===== src/rtl/playback_compositor.sv =====
// Final VGA pixel stage: aligns sync/blank/live pixel with the ZBT playback pixel,
// switches live/playback only at frame start, and overlays border and progress bar in playback.
module playback_compositor #(
    parameter int PIPE_DELAY   = 2,
    parameter int FRAME_WIDTH  = 256,
    parameter int FRAME_HEIGHT = 192,
    parameter int NUM_FRAMES   = 20,
    parameter int BAR_STEP     = 12
) (
    input  logic        clk,
    input  logic        reset,
    input  logic [10:0] hcount,
    input  logic [9:0]  vcount,
    input  logic        hsync,
    input  logic        vsync,
    input  logic        blank,
    input  logic        one_hz_enable,
    input  logic [23:0] visualization_pixel,
    input  logic [23:0] video_pixel,
    input  logic        use_video_pixel,
    output logic [23:0] vga_out_rgb,
    output logic        vga_hsync,
    output logic        vga_vsync,
    output logic        vga_blank,
    output logic        playback_active,
    output logic [4:0]  playback_frame
);

    typedef enum logic [1:0] {
        LIVE     = 2'd0,
        ARM      = 2'd1,
        PLAYBACK = 2'd2
    } mode_t;

    localparam logic [10:0] H_END       = 11'(FRAME_WIDTH);
    localparam logic [10:0] H_LAST      = 11'(FRAME_WIDTH - 1);
    localparam logic [10:0] H_PENULT    = 11'(FRAME_WIDTH - 2);
    localparam logic [9:0]  V_END       = 10'(FRAME_HEIGHT);
    localparam logic [9:0]  V_LAST      = 10'(FRAME_HEIGHT - 1);
    localparam logic [9:0]  V_PENULT    = 10'(FRAME_HEIGHT - 2);
    localparam logic [9:0]  BAR_TOP     = 10'(FRAME_HEIGHT + 8);
    localparam logic [9:0]  BAR_BOT     = 10'(FRAME_HEIGHT + 15);
    localparam logic [4:0]  LAST_FRAME  = 5'(NUM_FRAMES - 1);
    localparam logic [8:0]  BAR_STEP_W  = 9'(BAR_STEP);
    localparam logic [23:0] RGB_RED     = 24'hFF0000;
    localparam logic [23:0] RGB_GREEN   = 24'h00FF00;
    localparam logic [23:0] RGB_GREY    = 24'h404040;

    logic [PIPE_DELAY-1:0] hs_dly, vs_dly, bl_dly;
    logic [10:0]           h_dly   [PIPE_DELAY];
    logic [9:0]            v_dly   [PIPE_DELAY];
    logic [23:0]           pix_dly [PIPE_DELAY];

    always_ff @(posedge clk) begin
        if (reset) begin
            hs_dly <= '1;
            vs_dly <= '1;
            bl_dly <= '1;
            for (int i = 0; i < PIPE_DELAY; i++) begin
                h_dly[i]   <= '0;
                v_dly[i]   <= '0;
                pix_dly[i] <= '0;
            end
        end else begin
            hs_dly[0]  <= hsync;
            vs_dly[0]  <= vsync;
            bl_dly[0]  <= blank;
            h_dly[0]   <= hcount;
            v_dly[0]   <= vcount;
            pix_dly[0] <= visualization_pixel;
            for (int i = 1; i < PIPE_DELAY; i++) begin
                hs_dly[i]  <= hs_dly[i-1];
                vs_dly[i]  <= vs_dly[i-1];
                bl_dly[i]  <= bl_dly[i-1];
                h_dly[i]   <= h_dly[i-1];
                v_dly[i]   <= v_dly[i-1];
                pix_dly[i] <= pix_dly[i-1];
            end
        end
    end

    logic        d_hs, d_vs, d_bl;
    logic [10:0] d_h;
    logic [9:0]  d_v;
    logic [23:0] d_pix;
    logic        fs;

    assign d_hs  = hs_dly[PIPE_DELAY-1];
    assign d_vs  = vs_dly[PIPE_DELAY-1];
    assign d_bl  = bl_dly[PIPE_DELAY-1];
    assign d_h   = h_dly[PIPE_DELAY-1];
    assign d_v   = v_dly[PIPE_DELAY-1];
    assign d_pix = pix_dly[PIPE_DELAY-1];
    assign fs    = (d_h == 11'd0) && (d_v == 10'd0);

    mode_t      state, state_nxt;
    logic [4:0] frame, frame_nxt;
    logic       pending, pending_nxt;

    always_ff @(posedge clk) begin
        if (reset) begin
            state   <= LIVE;
            frame   <= '0;
            pending <= 1'b0;
        end else begin
            state   <= state_nxt;
            frame   <= frame_nxt;
            pending <= pending_nxt;
        end
    end

    always_comb begin
        state_nxt   = state;
        frame_nxt   = frame;
        pending_nxt = pending;
        case (state)
            LIVE: begin
                if (use_video_pixel) state_nxt = ARM;
            end
            ARM: begin
                if (!use_video_pixel) begin
                    state_nxt = LIVE;
                end else if (fs) begin
                    state_nxt   = PLAYBACK;
                    frame_nxt   = '0;
                    pending_nxt = 1'b0;
                end
            end
            PLAYBACK: begin
                if (fs) begin
                    pending_nxt = 1'b0;
                    if (!use_video_pixel) begin
                        state_nxt = LIVE;
                    end else if (pending || one_hz_enable) begin
                        frame_nxt = (frame == LAST_FRAME) ? 5'd0 : frame + 5'd1;
                    end
                end else if (one_hz_enable) begin
                    pending_nxt = 1'b1;
                end
            end
            default: state_nxt = LIVE;
        endcase
    end

    // The pixel leaving with the fs cycle already belongs to the new frame,
    // so it is composited with the post-transition mode and index.
    logic        in_h, in_v, border_col, border_row, border, bar_row, bar_fill;
    logic [8:0]  fill_len;
    logic [23:0] rgb_nxt;

    assign in_h       = d_h < H_END;
    assign in_v       = d_v < V_END;
    assign border_col = (d_h <= 11'd1) || (d_h >= H_PENULT && d_h <= H_LAST);
    assign border_row = (d_v <= 10'd1) || (d_v >= V_PENULT && d_v <= V_LAST);
    assign border     = (border_col && in_v) || (border_row && in_h);
    assign bar_row    = (d_v >= BAR_TOP) && (d_v <= BAR_BOT) && in_h;
    assign fill_len   = (9'(frame_nxt) + 9'd1) * BAR_STEP_W;
    assign bar_fill   = d_h < {2'b00, fill_len};

    always_comb begin
        rgb_nxt = '0;
        if (d_bl) begin
            rgb_nxt = '0;
        end else if (state_nxt != PLAYBACK) begin
            rgb_nxt = d_pix;
        end else if (border) begin
            rgb_nxt = RGB_RED;
        end else if (in_h && in_v) begin
            rgb_nxt = video_pixel;
        end else if (bar_row) begin
            rgb_nxt = bar_fill ? RGB_GREEN : RGB_GREY;
        end
    end

    always_ff @(posedge clk) begin
        if (reset) begin
            vga_out_rgb <= '0;
            vga_hsync   <= 1'b1;
            vga_vsync   <= 1'b1;
            vga_blank   <= 1'b1;
        end else begin
            vga_out_rgb <= rgb_nxt;
            vga_hsync   <= d_hs;
            vga_vsync   <= d_vs;
            vga_blank   <= d_bl;
        end
    end

    assign playback_active = (state == PLAYBACK);
    assign playback_frame  = frame;

endmodule


===== config.mk =====
export PLATFORM = sky130hd
export DESIGN_NAME = playback_compositor
export DESIGN_NICKNAME = d
export VERILOG_FILES = /design/src/rtl/playback_compositor.sv
export SDC_FILE = /design/constraint.sdc
export NUM_CORES = 1
export LEC_CHECK = 0
export CORE_ASPECT_RATIO = 0.9
export CORE_UTILIZATION = 40
export DETAILED_ROUTE_END_ITERATION = 7
export GPL_TIMING_DRIVEN = 0
export PLACE_DENSITY = 0.66
export SKIP_CTS_REPAIR_TIMING = 1
export SLEW_MARGIN = 40
export SYNTH_ARGS = -nofsm -noshare
export SYNTH_HDL_FRONTEND = slang
export SYNTH_SLANG_ARGS = --single-unit

===== constraint.sdc =====
create_clock -name clk -period 6.8 [get_ports clk]
set_input_delay 1.36 -clock clk [delete_from_list [all_inputs] [get_ports clk]]
set_output_delay 1.36 -clock clk [all_outputs]
set_load 0.05 [all_outputs]

# --- Yosys cells after proc, flatten, opt, wreduce, memory -nomap -nowiden ---
# Memories as Yosys holds them, arrays and structs flattened.
# Cells that the tools add are included.
totals:
  regBits: 41
  out_inout_bits: 33
  ramBits: 90
  memories: 3
mem_list:
  columns: ["memory", "words", "width", "read_ports", "rd_ports_with_merged_regs", "wr", "line_no", "rtl"]
  rows:
  - ["pix_dly", 2, 24, 2, 0, 2, "52", "logic [23:0] pix_dly [PIPE_DELAY];"]
  - ["h_dly", 2, 11, 2, 0, 2, "50", "logic [10:0] h_dly [PIPE_DELAY];"]
  - ["v_dly", 2, 10, 2, 0, 2, "51", "logic [9:0] v_dly [PIPE_DELAY];"]
op_classes:
  mux: 32
  n_eq_ne: 7
  reduce_logical: 18
  order_cmp: 11
  n_mul: 1
  bitwise: 6
  add_sub_neg: 2
ops:
  columns: ["operator", "count"]
  rows:
  - ["$mux 24", 5]
  - ["$mux 23", 2]
  - ["$mux 5", 6]
  - ["$mux 11", 2]
  - ["$ge 10x8->1 const B", 2]
  - ["$le 10x8->1 const B", 2]
  - ["$mux 10", 2]
  - ["$ge 11x8->1 const B", 1]
  - ["$le 11x1->1 const B", 1]
  - ["$le 11x8->1 const B", 1]
  - ["$logic_not 11->1", 1]
  - ["$lt 11x9->1", 1]
  - ["$lt 11x9->1 const B", 1]
  - ["$le 10x1->1 const B", 1]
  - ["$logic_not 10->1", 1]
  - ["$lt 10x8->1 const B", 1]
  - ["$mux 2", 5]
  - ["$pmux 5 s2", 1]
  - ["$logic_and 1x1->1", 8]
  - ["$mul 6x2->7 const B", 1]
  - ["$mux 1", 7]
  - ["$add 5x1->6 const B", 1]
  - ["$ne 2x2->1 const B", 3]
  - ["$or 1x1->1", 6]
  - ["12 further kinds", 15]

# --- Longest topological paths before layout ---
# Gate-level depths: netlist of run 1.
logic_depth:
  ltp_word: 14
  ltp_mapped: 24
  ltp_nobuf: 24

# --- Worst setup path after synthesis of run 1 ---
# OpenSTA, ideal clock, no wires.
synth_timing:
  path_kind: "in2reg"
  startpoint: "input port use_video_pixel"
  endpoint: "register vga_out_rgb[6]"
  path_stages: 21
  required_time_ns: 6.699
  n_path_buf: 1
  path_slack_ns: 1.332
  arrival_ns: 5.367
  cell_sequence: "clkbuf_1 nand2_1 nor4_1 a211oi_1 nor3_2 inv_1 ha_1 xnor2_1 ha_1 a21oi_1 nor2b_1 nor2_1 nor2b_1 o21a_1 or2_2 ha_1 nand4_1 nor3_1 o41ai_2 and4b_1 o41ai_1"
synth_between:
  elab_chain_len: 11
synth_rtl:
  columns: ["element", "line_no", "rtl"]
  rows:
  - ["start, declared", "20", "input logic use_video_pixel,"]
  - ["$mux 5", "132", "if (!use_video_pixel) begin"]
  - ["$mux 5", "130", "if (fs) begin"]
  - ["$pmux 5 s2 (*)", "116", "case (state)"]
  - ["named net frame_nxt[0]", "97", "logic [4:0] frame, frame_nxt;"]
  - ["$add 5x1->6 (*)", "157", "assign fill_len = (9'(frame_nxt) + 9'd1) * BAR_STEP_W;"]
  - ["$mul 6x2->7 (*)", "157", null]
  - ["$lt 11x9->1 (*)", "158", "assign bar_fill = d_h < {2'b00, fill_len};"]
  - ["$mux 23 (*)", "171", "rgb_nxt = bar_fill ? RGB_GREEN : RGB_GREY;"]
  - ["$mux 23 (*)", "170", "end else if (bar_row) begin"]
  - ["$mux 24 (*)", "168", "end else if (in_h && in_v) begin"]
  - ["$mux 24 (*)", "166", "end else if (border) begin"]
  - ["$mux 24 (*)", "164", "end else if (state_nxt != PLAYBACK) begin"]
  - ["end signal, assigned", "182", "vga_out_rgb <= rgb_nxt;"]
  - ["end, declared", "21", "output logic [23:0] vga_out_rgb,"]
# The timed path passes the listed nets; every way through them passes the cells marked *.
# A chain may end at the register's enable or synchronous reset.

# --- Final worst setup path of run 1 ---
# Ends and elaborated chain as after synthesis.

==> reports/metrics.csv, run 1 <==
metric,value,unit
syn_area,4860,sq um
cts-htree-levels,4,
vias_per_cell,4.73,
crit_slowest_cell,clkdlybuf4s50_1,
rows,37,
fin_util,58.0,%
grt_max_degree,17,
drc,0,
syn_inst,468,
synth_flop_cell,dfxtp_1,
async_flop_share,0,%
wl_met2,4870,microns
dp_hpwl,8000,microns
final_common_cell,dfxtp_1,
required,7.05,ns
clkTransAtPathRegs,0.06,ns
crit_family,simple AND/OR/NAND/NOR gates,
top_layer,met4,
path_class,in -> reg,
synth_cell_types,57,
drv_slew,0,
finClkSkew,0.0111,ns
antenna_found_initial,0,
fmax,0.160,GHz
worstPathMaxFanout,10,
grt_usage,17.6,%
drive_gt1_share,11.9,%
n_fill_cell,996,
die_x,118,microns
power.density,272,nW/um^2
setup_slack,0.542,ns
wl_met3,565,microns
intPower,1.42,mW
io_pins,109,
wl,10500,microns
grt_pass1_wl,17000,microns
initial_core_util,41.8,%
cts_tree,done,
relSlewSlack,52.6,%
end_kind,flip-flop,
status,completed,
ys_ff_latch,131,
die_area,12600,sq um
pre_cts_slack,-0.0565,ns
avgSynthCellArea,10.4,sq um
finalSetupViolCount,0,
syn-num-nets,561,
finalCriticalPeriod,6.26,ns
swShare,22.4,%
fin_crit_sh,92.0,%
peakVddDrop,0.000172,V
grt_pass1_vias,3556,
cts.sinks,131,
yosysSeqAreaShare,54.0,%
crit_path_cell_trace,clkdlybuf4s50_1 -> clkbuf_1 -> nand2_1 -> nor4_2 -> a211oi_1 -> nor3_4 -> inv_1 -> ha_1 -> xnor2_1 -> ha_1 -> a21oi_1 -> nor2b_1 -> nor2_1 -> nor2b_1 -> o21a_1 -> or2_2 -> ha_1 -> nand4_1 -> nor3_1 -> o41ai_2 -> and4b_1 -> o41ai_1,
wl_met1,4880,microns
combPwrFrac,8.1,%
finalHoldViolCount,0,
clk_path_buf_depth,2,
seq_power_share,44.1,%
worst-path-buf-inv,3,
syn_to_final_growth,38.7,%
dr.pass1.iters,4,
cp_data_arrival_time,6.50,ns
cpPeakStageDelay,0.52,ns
overflow,0,
antennaDiodeCount,0,
drtIter0Drc,203,
cp-start-kind,input port,
io_buffers,108,
hp-class,reg -> reg,
gp_congestion,0.817,
num_vias,3606,
cts-root-buf,clkbuf_16,
cts_buffers,17,
fp.dieH,107,microns
final_antenna_net_count,0,
core-area,11600,sq um
worstSkewPairLatency,0.41,ns
final_nets,688,
worstMarginPinSlew,0.709,ns
synth_edf_count,0,
drv_cap,0,
wl_per_cell,13.8,microns
rsz0062_at_grt,no,
p_leak,2.61,nW
ys_warn_count,0,
layout_common_cells,"dfxtp_1 (131), clkdlybuf4s50_1 (108), nor2b_1 (94)",
crit_path_frequent_cell,ha_1,
pwr-share-clk,47.8,%
p_sw,0.410,mW
[registers in the layout, indices dropped and copies added, names as in the netlist]
| register | flops |
|---|---|
| pix_dly | 48 |
| vga_out_rgb | 24 |
| h_dly | 22 |
| v_dly | 20 |
| playback_frame | 5 |
| bl_dly | 2 |
| hs_dly | 2 |
| state | 2 |
| vs_dly | 2 |
| pending | 1 |
| vga_blank | 1 |
| vga_hsync | 1 |
| vga_vsync | 1 |
[per-layer routing]
| metal | global-route usage, % | vias up |
|---|---|---|
| li1 | - | 1863 |
| met1 | 21.7 | 1628 |
| met2 | 27.5 | 101 |
| met3 | 6.49 | 14 |
| met4 | 7.69 | 0 |
| met5 | 0 | - |
[cells in the mapped netlist, types with 5 or more instances]
cell	instances	area, sq um
dfxtp_1	131	2620
xnor2_1	5	43.8
nor3_1	15	75.1
nand2_1	18	67.6
nor2b_1	94	588
inv_1	8	30.0
a211oi_1	11	82.6
ha_1	17	213
nor2_1	23	86.3
a22o_1	8	70.1
or2_2	11	68.8
nor3_2	5	50.1
nand3_1	16	80.1
clkbuf_1	15	56.3
o21ai_0	6	30.0
a21oi_1	13	65.1
[final cells by class]
cell class | count | area, sq um | share of cell area, %
multi-input combinational | 308 | 2110 | 31.3
sequential | 131 | 2620 | 38.9
timing repair buffer | 108 | 1080 | 16.1
clock inverter | 14 | 154 | 2.29
inverter | 9 | 33.8 | 0.502
tap | 156 | 195 | 2.90
buffer | 20 | 116 | 1.73
clock buffer | 17 | 425 | 6.32
[path summary, 6_finish.rpt]
check / start / endpoint / slack [ns] / depth (start not counted)
min: vs_dly[0]$_SDFF_PP1_ / vs_dly[1]$_SDFF_PP1_ / 0.41 / 1
max reg2reg: h_dly[0][13]$_SDFF_PP0_ / vga_out_rgb[6]$_SDFF_PP0_ / 1.19 / 20
min reg2reg: vs_dly[0]$_SDFF_PP1_ / vs_dly[1]$_SDFF_PP1_ / 0.41 / 1
max: use_video_pixel / vga_out_rgb[6]$_SDFF_PP0_ / 0.54 / 22
[kinds of logic after synthesis]
kind of cell,Yosys count,share of synthesized area [%]
fa+ha+maj,17,4.38
buf+inv,29,3.09
flops,131,54.0
mux,1,0.232
simple gates,217,26.9
compound gates,64,9.79
xor+xnor,9,1.62
[through the flow]
stage | cell area [sq um] | hold slack (ns) | total power [mW] | instances | TNS [ns]
floorplan | 4860 | 0.389 | 0.899 | 468 | 0
global placement | 6130 | 0.390 | 0.966 | 732 | 0
detailed placement | 6140 | 0.395 | 0.970 | 732 | -0.0565
CTS | 6720 | 0.414 | 1.84 | 763 | 0
global route | 6730 | 0.428 | 1.90 | 763 | 0
finish | 6730 | 0.412 | 1.83 | 763 | 0
[power by group through the flow]
stage / clock, mW / combinational [mW] / sequential, mW
2_1_floorplan: 0 / 0.0744 / 0.824
3_3_place_gp: 0 / 0.144 / 0.822
3_5_place_dp: 0 / 0.147 / 0.823
4_1_cts: 0.890 / 0.148 / 0.806
5_1_grt: 0.929 / 0.161 / 0.809
6_report: 0.875 / 0.148 / 0.806
No activity file was read; power rests on OpenSTA's default activity.
==> inputs of run 2 (changes only) <==
Settings changed: CTS_CLUSTER_SIZE set to 8.
==> results of run 2 <==
Final layout, timing and power as in run 1 (identical DEF).
